==> src/rtl/mux_pkg.sv <==
// rtl/mux_pkg.sv - shared mode encodings and width helper for the N:1 registered mux
package mux_pkg;

    localparam logic MODE_FIXED = 1'b0;
    localparam logic MODE_RR    = 1'b1;

    function automatic int clog2(input int value);
        int r;
        r = 0;
        while ((1 << r) < value) begin
            r = r + 1;
        end
        return r;
    endfunction

endpackage

==> src/rtl/rr_pick.sv <==
// rtl/rr_pick.sv - rotating-priority picker: first request strictly after base, wrapping
module rr_pick #(
    parameter int N_CH  = 4,
    parameter int SEL_W = 2
) (
    input  logic [N_CH-1:0]  req,
    input  logic [SEL_W-1:0] base,
    output logic [N_CH-1:0]  gnt,
    output logic [SEL_W-1:0] idx,
    output logic             any
);

    int               k;
    logic [SEL_W-1:0] kk;

    // Search base+1 .. base+N_CH so the channel at base itself has lowest priority.
    always_comb begin
        gnt = '0;
        idx = '0;
        any = 1'b0;
        k   = 0;
        kk  = '0;
        for (int i = 1; i <= N_CH; i++) begin
            k = int'(base) + i;
            if (k >= N_CH) begin
                k = k - N_CH;
            end
            kk = SEL_W'(k);
            if (!any && req[kk]) begin
                any     = 1'b1;
                gnt[kk] = 1'b1;
                idx     = kk;
            end
        end
    end

endmodule

==> src/rtl/mux_nx1_arb.sv <==
// rtl/mux_nx1_arb.sv - N:1 registered mux with fixed-select or round-robin grant
module mux_nx1_arb
    import mux_pkg::*;
#(
    parameter  int N_CH   = 4,
    parameter  int DATA_W = 8,
    localparam int SEL_W  = clog2(N_CH)
) (
    input  logic                     clk,
    input  logic                     rst,
    input  logic                     mode,
    input  logic [SEL_W-1:0]         sel,
    input  logic [N_CH-1:0]          in_valid,
    input  logic [N_CH*DATA_W-1:0]   in_data,
    output logic [N_CH-1:0]          in_ready,
    output logic                     out_valid,
    output logic [DATA_W-1:0]        out_data,
    output logic [SEL_W-1:0]         out_ch,
    input  logic                     out_ready
);

    logic              out_valid_q, out_valid_d;
    logic [DATA_W-1:0] out_data_q, out_data_d;
    logic [SEL_W-1:0]  out_ch_q, out_ch_d;
    logic [SEL_W-1:0]  rr_ptr_q, rr_ptr_d;

    logic [N_CH-1:0]   fixed_req;
    logic [N_CH-1:0]   pick_req;
    logic [N_CH-1:0]   gnt;
    logic [SEL_W-1:0]  gnt_idx;
    logic              gnt_any;
    logic              load_en;
    logic              xfer;

    // Fixed mode reuses the picker with a single-bit request; out-of-range sel masks to zero.
    always_comb begin
        fixed_req = '0;
        for (int k = 0; k < N_CH; k++) begin
            fixed_req[k] = in_valid[k] && (sel == SEL_W'(k));
        end
    end

    assign pick_req = (mode == MODE_RR) ? in_valid : fixed_req;

    rr_pick #(
        .N_CH  (N_CH),
        .SEL_W (SEL_W)
    ) u_pick (
        .req  (pick_req),
        .base (rr_ptr_q),
        .gnt  (gnt),
        .idx  (gnt_idx),
        .any  (gnt_any)
    );

    assign load_en  = !out_valid_q || out_ready;
    assign in_ready = gnt & {N_CH{load_en && !rst}};
    assign xfer     = gnt_any && load_en && !rst;

    always_comb begin
        out_valid_d = out_valid_q;
        out_data_d  = out_data_q;
        out_ch_d    = out_ch_q;
        rr_ptr_d    = rr_ptr_q;
        if (xfer) begin
            out_valid_d = 1'b1;
            out_data_d  = in_data[int'(gnt_idx)*DATA_W +: DATA_W];
            out_ch_d    = gnt_idx;
            if (mode == MODE_RR) begin
                rr_ptr_d = gnt_idx;
            end
        end else if (out_ready) begin
            out_valid_d = 1'b0;
        end
    end

    // Pointer resets to the last channel so channel 0 wins the first round-robin grant.
    always_ff @(posedge clk) begin
        if (rst) begin
            out_valid_q <= 1'b0;
            out_data_q  <= '0;
            out_ch_q    <= '0;
            rr_ptr_q    <= SEL_W'(N_CH - 1);
        end else begin
            out_valid_q <= out_valid_d;
            out_data_q  <= out_data_d;
            out_ch_q    <= out_ch_d;
            rr_ptr_q    <= rr_ptr_d;
        end
    end

    assign out_valid = out_valid_q;
    assign out_data  = out_data_q;
    assign out_ch    = out_ch_q;

endmodule

==> config.mk <==
export PLATFORM = sky130hd
export DESIGN_NAME = mux_nx1_arb
export DESIGN_NICKNAME = d
export VERILOG_FILES = /design/src/rtl/mux_pkg.sv /design/src/rtl/rr_pick.sv /design/src/rtl/mux_nx1_arb.sv
export SDC_FILE = /design/constraint.sdc
export NUM_CORES = 1
export LEC_CHECK = 0
export ABC_AREA = 1
export CORE_ASPECT_RATIO = 0.8
export CORE_MARGIN = 5
export CORE_UTILIZATION = 40
export CTS_BUF_LIST = sky130_fd_sc_hd__clkbuf_4
export CTS_CLUSTER_SIZE = 25
export DETAILED_ROUTE_END_ITERATION = 6
export PLACE_DENSITY = 0.81
export RECOVER_POWER = 100
export SETUP_SLACK_MARGIN = 0.3
export SYNTH_ARGS = -nofsm -noshare
export SYNTH_HDL_FRONTEND = slang
export SYNTH_SLANG_ARGS = --single-unit
==> constraint.sdc <==
create_clock -name clk -period 2.3 [get_ports clk]
set_input_delay 0.345 -clock clk [delete_from_list [all_inputs] [get_ports clk]]
set_output_delay 0.345 -clock clk [all_outputs]
set_load 0.03 [all_outputs]
Word level (Yosys, flattened, before mapping)
Index checks and enable logic that the tools add are counted. Widths: inputs -> output; s select.

Bits of input ports: 42. Output and inout port bits: 15. Bits in registers: 13.

Bitwise operators: 4. Shift operators: 1. Equality and inequality tests: 3. Multiplexer cells: 35. Magnitude comparators: 12. Reduce and logical (&&, ||, !) cells: 23. Add/sub/neg operators: 8.

Operators by type and width (count): $shiftx 32x6->8 (1); $mux 4 (5); $mux 2 (8); $logic_and 1x1->1 (14); $mux 1 (14); $lt 2x3->1 const B (4); $or 4x4->4 (3); $ge 3x3->1 const B (3); $bmux 1 s2 (4); $demux 1 s2 (4); $ge 2x1->1 const B (4); $sub 2x1->2 const B (4); $add 2x2->3 const B (2); $logic_not 1->1 (5); $add 2x3->4 const B (1); $and 4x4->4 (1); $eq 2x2->1 const B (2); $ge 4x3->1 const B (1); $add 2x1->3 const B (1); $eq 2x1->1 const B (1); $logic_not 2->1 (1); $reduce_and 2->1 (1); $reduce_bool 2->1 (1); $logic_or 1x1->1 (1).

Logic depth before layout (Yosys ltp)
Gate-level depths: netlist of run 1.

Depth in word-level cells: 18. Depth in mapped cells: 18. Gate-level depth less buffers: 17.

Cells and area by module
Synthesis of run 1 repeated with hierarchy kept, for this count alone.

Cell total of the unflattened synthesis: 208. Area, all modules: 1461.4 sq um.

Modules (own cells, without submodules): mux_nx1_arb (seq. area each 260.2 sq um, cells each 134, area each 1003.5 sq um, instances 1); rr_pick (seq. area each 0.0 sq um, cells each 74, area each 457.9 sq um, instances 1).

Worst setup path before layout of run 1
OpenSTA, ideal clock, no wires.

Kind: reg-to-output. Start point: register rr_ptr_q[1]. End point: output in_ready[2]. Setup slack: -0.238 ns. Stages on the path, launching flop included: 11. Required time: 1.955 ns. Data arrival time: 2.193 ns. Cell sequence: dfxtp_1 -> inv_1 -> ha_1 -> inv_1 -> nand2_2 -> nand2_4 -> nor2_8 -> nand3_1 -> inv_1 -> nand2_1 -> a31oi_1.

Cells in the longest elaborated chain, start to end: 16. Elaborated cells between the ends (all ways): 61.

RTL lines: start: declaration (line mux_nx1_arb.sv:25) `logic [SEL_W-1:0] rr_ptr_q, rr_ptr_d;`; start signal: assignment (line mux_nx1_arb.sv:83) `rr_ptr_q <= SEL_W'(N_CH - 1);`; start signal: assignment (line mux_nx1_arb.sv:88) `rr_ptr_q <= rr_ptr_d;`; branches (longest 14 deep; another with $add 2x1->3); $mux 4 (*) (line rr_pick.sv:29) `if (!any && req[kk]) begin`; $and 4x4->4 (*) (line mux_nx1_arb.sv:57) `assign in_ready = gnt & {N_CH{load_en && !rst}};`; end: declaration (line mux_nx1_arb.sv:15) `output logic [N_CH-1:0] in_ready,`.

Mark *: on every way between the ends. The select of a mux whose other input is x is not followed.

Final worst setup path of run 1
Start point: register rr_ptr_q[0]. End point: output in_ready[3].

The elaborated chain is that of the path after synthesis.

==> run_results.csv, run 1 <==
group,metric,value,unit
run_status,outcome,"finished with violations",
run_status,failed_checks,"negative setup slack",
timing,maxSlewViolCount,0,
power_and_ir_drop,p_clk_share,7.3,%
timing,max_freq,426,MHz
cells_and_area,finalCoreUtilization,80.5,%
placed_design,finalWeightedCongestion,0.852,
logic_synthesis,syn-cell-area,1360,sq um
timing,hold_violation_count_in_the_final_report,0,
timing,rsz_0062_raised_after_global_routing,"yes",
global_routing,antenna_found_initial,0,
logic_synthesis,synthDominantCellAreaShare,19.1,%
critical_path,start_kind,"register",
worst_hold_path,min_delay_worst_endpoint,"out_data[1]",
routing,drcViolationCount,0,
clock_network,holdBufCountCts,0,
clock_network,clkTransAtPathRegs,0.08,ns
critical_path,worstPathRequired,1.96,ns
logic_synthesis,fraction_of_the_mapped_netlist_area_in_compound_gates,9.36,%
logic_synthesis,post_synthesis_cell_type_count,29,
critical_path,ff2ff_setup_slack,0.01,ns
timing,fraction_of_the_cycle_the_final_worst_path_needs,102,%
logic_synthesis,post_synth_xor_area_fraction,0,%
routing,drt_first_iter_violations,123,
power_and_ir_drop,internal_power,1170,uW
global_routing,grt_start_max_net_pins,12,
timing,finalHoldWorstSlack,0.475,ns
power_and_ir_drop,share_seq_of_total_power,15.8,%
timing,pin_slew_with_the_least_headroom_to_its_limit,0.350,ns
power_and_ir_drop,vdd_drop_max,0.656,mV
floorplan,placement_rows,19,
clock_network,cts-root-buf,"clkbuf_4",
clock_network,clock_latency_on_the_worst_skew_pair,0.28,ns
cells_and_area,layout-drive-gt1-share,40.4,%
placed_design,numPortBuffers,56,
timing,final-setup-viol-count,4,
global_routing,first_pass_grt_wire_length,8360,um
global_routing,grt_util_all_layers,22.3,%
timing,fin_worst_skew,0.00523,ns
run,max_cap_violations,0,
logic_synthesis,synth_area_leader_cell,"dfxtp_1",
routing,count_of_tritonroute_iterations_in_the_first_routing_pass,4,
placed_design,pre_cts_ws,-0.199,ns
worst_hold_path,holdCritStartpoint,"out_data[1]",
critical_path,worst_r2r_path_depth,14,
routing,post_drt_wl_per_cell,15.6,um
clock_network,cts_num_sinks,13,
clock_network,max-clock-path-buffers,2,
clock_network,tritoncts,"yes",
logic_synthesis,synth_fp_nets,264,
floorplan,die_area,4680,sq um
critical_path,delay_of_the_slowest_cell_on_the_worst_path,0.40,ns
cells_and_area,area.growth.synth_to_final,97.8,%
critical_path,cp_cell_sequence,"inv_8, ha_4, nand3_1, nand2_4, nand3_4, inv_4, nand2_2, a41oi_4, buf_6",
clock_network,ctsHtreeMaxLevel,1,
critical_path,timing.critical_path.fanout_max,5,
cells_and_area,layout.cells.non_filler,354,
logic_synthesis,post_synth_fa_ha_maj_area_fraction,7.34,%
logic_synthesis,synthSimpleGateAreaFrac,53.7,%
critical_path,critPathKind,"register to output port",
critical_path,regToRegEndpoint,"rr_ptr_q[1]",
power_and_ir_drop,power,2180,uW
cells_and_area,mostFrequentLayoutCell,"nand2_1",
global_routing,first_global_vias,1809,
cells_and_area,layout_common_cells,"nand2_1 (45), clkdlybuf4s50_1 (38), nand3_1 (30)",
power_and_ir_drop,combinationalPowerShare,76.9,%
placed_design,hpwl_reported_at_the_end_of_detailed_placement,3500,um
critical_path,cpMaxStageDelayCell,"dfxtp_4",
critical_path,worst_r2r_startpoint,"rr_ptr_q[0]",
timing,post-route-min-period,2.35,ns
cells_and_area,final_nets,363,
floorplan,floorplan.die.height,62.2,um
worst_hold_path,timing.hold.worst_path_depth,2,
worst_hold_path,holdCritPathClass,"register to register",
floorplan,boundaryPins,57,
logic_synthesis,ys_ff_latch,13,
power_and_ir_drop,cellPowerDensity,810,nW/um^2
routing,num_vias,1849,
logic_synthesis,netlist_top_cells_area,"dfxtp_1 (19%), nand2_1 (16%), nand3_1 (15%), ha_1 (7.3%), inv_1 (6.3%)",
routing,via_per_inst,5.22,
timing,slew-limit-headroom,76.6,%
critical_path,crit_arrival,2.00,ns
cells_and_area,antenna-diode-count,0,
logic_synthesis,synth_cells,214,
floorplan,coreArea,3350,sq um
floorplan,chipWidth,75.3,um
clock_network,cts_buffer_count,3,
routing,detail-route-antenna-nets,0,
power_and_ir_drop,power.switching_fraction,46.3,%
critical_path,path_delay_family,"simple AND/OR/NAND/NOR gates",
routing,totalWireLength,5530,um
power_and_ir_drop,switching_pwr,1010,uW
floorplan,initial_standard_cell_utilization_of_the_core,40.7,%
logic_synthesis,post_synth_mux_area_share,0,%
critical_path,endpoint_kind,"output port",
global_routing,global_route.overflow_total,0,
timing,setup_slack,-0.0460,ns
logic_synthesis,ys_seq_area_share,19.1,%
power_and_ir_drop,power.leakage,0.00127,uW
logic_synthesis,synthesis_warning_total,0,
placed_design,placedCellCount,331,
logic_synthesis,synth.avg_cell_area,6.37,sq um
critical_path,count_of_buffer_and_inverter_cells_on_the_critical_path,3,
logic_synthesis,synth_top_family_by_area,"simple AND/OR/NAND/NOR gates",
==> cell usage after synthesis <==
cell type,count
a21oi_1,6
a221oi_1,1
a22oi_1,1
a31oi_1,2
a41oi_1,1
buf_4,1
buf_6,2
clkbuf_1,1
clkinv_1,2
dfxtp_1,13
ha_1,8
inv_1,23
inv_2,1
inv_4,2
nand2_1,57
nand2_2,9
nand2_4,6
nand3_1,41
nand3_2,6
nand3_4,1
nand3b_1,3
nand4_1,3
nor2_1,10
nor2_2,1
nor2_8,1
o211ai_1,2
o21ai_0,5
o21ai_1,4
or2_1,1
==> layer usage <==
layer	up-vias	share of wire [%]	global-route usage, %
met2	66	51	39.2
met1	863	41	27.0
li1	902	-	-
met5	-	0	0
met3	18	5.5	4.84
met4	0	2.7	4.80
==> cell families after synthesis <==
group	Yosys count
simple gates	139
buf+inv	32
compound gates	22
flops	13
fa+ha+maj	8
==> worst reg2reg max path, cell delays in order, from the launching register on <==
cell and delay, ns:
dfxtp_4 0.40, inv_8 0.05, ha_4 0.31, inv_4 0.06, nand3_1 0.10, nand2_2 0.09, buf_6 0.13, nand4_1 0.14
buf_4 0.15, nand2_1 0.10, buf_4 0.18, nor2_1 0.08, inv_1 0.08, a21oi_1 0.18, o21ai_0 0.12
==> worst max path at each step <==
stage / startpoint / to / slack [ns] / depth (start not counted)
global placement: sel[1] / out_data[1] / -0.14 / 18
detailed placement: sel[1] / out_data[3] / -0.20 / 15
CTS: rr_ptr_q[0] / in_ready[2] / 0.03 / 11
global route: rr_ptr_q[0] / in_ready[3] / -0.15 / 12
floorplan: rr_ptr_q[0] / in_ready[3] / 0.27 / 11
finish: rr_ptr_q[0] / in_ready[3] / -0.05 / 9
==> layout make-up <==
| type | instances | area (sq um) |
|---|---|---|
| multi-input combinational | 169 | 1240 |
| timing repair buffer | 98 | 981 |
| fill | 195 | 654 |
| sequential | 13 | 265 |
| inverter | 28 | 125 |
| tap | 42 | 52.6 |
| clock buffer | 4 | 30.0 |
==> flip-flops by register name, summed over array words and instances (netlist names) <==
register	count
out_data	8
out_ch	2
rr_ptr_q	2
out_valid	1
==> per-stage QoR <==
stage	cell area, sq um	setup TNS [ns]
6_report	2700	-0.123
3_3_place_gp	2230	-1.36
2_1_floorplan	1470	0
3_5_place_dp	2230	-1.94
4_1_cts	2530	0
5_1_grt	2700	-0.645
==> power by group through the flow <==
stage | combinational [uW] | clock, uW | sequential, uW
after global routing | 1790 | 174 | 355
final | 1680 | 160 | 345
after CTS | 1500 | 161 | 344
after floorplan | 649 | 0 | 480
after detailed placement | 1280 | 0 | 348
after global placement | 1260 | 0 | 348
==> repair_timing <==
| item | CTS | global route |
|---|---|---|
| setup endpoints to repair | 13 | 17 |
| cloned | 1 | 0 |
| buffers inserted | 10 | 8 |
| pin swaps | 22 | 19 |
| gates resized for setup | 40 | 29 |
Power figures use the tool's default switching activity.
==> run 2: changes to the inputs <==
- CORE_MARGIN: 5 -> default
- CORE_UTILIZATION: 40 -> 35
- CTS_CLUSTER_SIZE: 25 -> 12
- PLACE_DENSITY: 0.81 -> 0.72
==> run_results.csv, run 2 (same netlist as run 1, synthesis figures left out) <==
group,metric,value,unit
placed_design,placedCellCount,330,
global_routing,first_pass_grt_wire_length,7220,um
power_and_ir_drop,internal_power,1040,uW
global_routing,grt_start_max_net_pins,12,
floorplan,die_area,4150,sq um
timing,maxSlewViolCount,0,
power_and_ir_drop,vdd_drop_max,0.534,mV
routing,via_per_inst,5.04,
critical_path,worstPathRequired,1.96,ns
timing,fraction_of_the_cycle_the_final_worst_path_needs,98.8,%
clock_network,cts-root-buf,"clkbuf_4",
cells_and_area,layout-drive-gt1-share,36.1,%
routing,count_of_tritonroute_iterations_in_the_first_routing_pass,4,
power_and_ir_drop,cellPowerDensity,756,nW/um^2
floorplan,boundaryPins,57,
routing,drt_first_iter_violations,77,
cells_and_area,layout.cells.non_filler,347,
power_and_ir_drop,share_seq_of_total_power,17.0,%
run_status,outcome,"finished, final reports clean",
routing,drcViolationCount,0,
floorplan,floorplan.die.height,57.8,um
placed_design,finalWeightedCongestion,0.857,
cells_and_area,area.growth.synth_to_final,93.5,%
clock_network,tritoncts,"yes",
critical_path,timing.critical_path.fanout_max,4,
power_and_ir_drop,combinationalPowerShare,75.3,%
worst_hold_path,holdCritPathClass,"register to register",
critical_path,crit_arrival,1.93,ns
routing,met3_wirelength,400,um
timing,max_freq,440,MHz
run,max_cap_violations,0,
timing,rsz_0062_raised_after_global_routing,"yes",
clock_network,clkTransAtPathRegs,0.08,ns
critical_path,endpoint_kind,"output port",
cells_and_area,finalCoreUtilization,74.0,%
routing,num_vias,1749,
global_routing,first_global_vias,1608,
timing,post-route-min-period,2.27,ns
critical_path,start_kind,"input pin",
timing,pin_slew_with_the_least_headroom_to_its_limit,0.345,ns
timing,final-setup-viol-count,0,
cells_and_area,layout_common_cells,"nand2_1 (46), clkdlybuf4s50_1 (34), nand3_1 (32)",
routing,detail-route-antenna-nets,0,
floorplan,chipWidth,71.8,um
clock_network,holdBufCountCts,0,
global_routing,grt_util_all_layers,22.0,%
power_and_ir_drop,power.switching_fraction,48.0,%
cells_and_area,fill_cells,280,
timing,slew-limit-headroom,77.0,%
timing,hold_violation_count_in_the_final_report,0,
floorplan,initial_standard_cell_utilization_of_the_core,38.2,%
global_routing,global_route.overflow_total,0,
floorplan,placement_rows,19,
cells_and_area,largest_register_ff_count,8,
critical_path,critPathKind,"input pin to output port",
power_and_ir_drop,p_clk_share,7.7,%
clock_network,cts_buffer_count,3,
clock_network,ctsHtreeMaxLevel,1,
routing,wl_met1,1980,um
cells_and_area,mostFrequentLayoutCell,"nand2_1",
routing,totalWireLength,4710,um
floorplan,coreArea,3570,sq um
power_and_ir_drop,power.leakage,0.00124,uW
placed_design,numPortBuffers,56,
clock_network,cts_num_sinks,13,
placed_design,hpwl_reported_at_the_end_of_detailed_placement,3160,um
routing,wl_met2,2220,um
cells_and_area,antenna-diode-count,0,
cells_and_area,final_nets,356,
global_routing,antenna_found_initial,0,
clock_network,max-clock-path-buffers,2,
routing,post_drt_wl_per_cell,13.6,um
clock_network,clock_latency_on_the_worst_skew_pair,0.28,ns
routing,top_layer_used,"met4",
timing,fin_worst_skew,0.00480,ns
power_and_ir_drop,switching_pwr,957,uW
-- run 2: cell types whose count changed in the layout (fill, tap and decap cells not counted), sizes merged --
cell	previous run	this run
buf	45	39
inv	27	25
dlygate4sd2	3	5
clkinv	1	3
dlymetal6s2s	0	1
bufbuf	1	0
clkdlybuf4s50	38	34
clkdlybuf4s15	0	1
-- run 2: path summary, 6_finish.rpt --
path | from | endpoint | slack [ns] | depth (start not counted)
setup / recovery | sel[0] | in_ready[3] | 0.03 | 13
setup reg to reg | rr_ptr_q[0] | rr_ptr_q[0] | 0.12 | 14
hold reg to reg | out_data[4] | out_data[4] | 0.47 | 2
hold / removal | out_data[4] | out_data[4] | 0.47 | 2
-- run 2: power groups by stage --
stage	clock network (uW)	logic [uW]	registers (uW)
after floorplan	0	649	480
after global placement	0	1270	347
after detailed placement	0	1270	344
after CTS	156	1390	343
after global routing	169	1620	349
final	153	1500	339
-- run 2: worst max-delay path, stage by stage --
cell,delay (ns)
dlygate4sd2_1,0.29
inv_1,0.08
nand2_1,0.07
nand2_2,0.10
nand3_4,0.11
nand2_4,0.12
nand2_2,0.07
nand2_2,0.09
nand3_4,0.12
inv_4,0.11
nand2_4,0.05
a41oi_4,0.21
buf_6,0.15
-- run 2: final cells by class --
type | count | area [sq um] | share of cell area (%)
multi-input combinational | 169 | 1280 | 48.4
tap | 42 | 52.6 | 1.99
timing repair buffer | 91 | 886 | 33.6
inverter | 28 | 128 | 4.84
clock buffer | 4 | 30.0 | 1.14
sequential | 13 | 265 | 10.1
-- run 2: metal layers --
| layer | track usage [%] | up-vias |
|---|---|---|
| met5 | 0 | - |
| met4 | 4.76 | 0 |
| met3 | 6.61 | 10 |
| met2 | 36.5 | 83 |
| met1 | 28.5 | 762 |
| li1 | - | 894 |
-- run 2: metrics by stage --
stage	worst slack [ns]	TNS (ns)	power [uW]	instance area (sq um)	hold slack, ns
final	0.0268	0	1990	2640	0.469
after global placement	-0.157	-1.43	1610	2230	0.459
after global routing	-0.0419	-0.197	2130	2640	0.502
after detailed placement	-0.188	-1.81	1620	2230	0.463
after CTS	0.0680	0	1890	2470	0.476
after floorplan	0.268	0	1130	1470	0.417
-- run 2: timing repair --
action | CTS | global route
resized for setup | 37 | 36
setup buffers | 11 | 2
pin swaps | 20 | 5
gates cloned | 0 | 0
endpoints found under the hold margin | 0 | 0
setup endpoints to repair | 16 | 16
==> run 3: changes to the inputs <==
- CAP_MARGIN: default -> 10
==> results of run 3 <==
No change in the layout: final DEF, timing and power equal those of run 2.
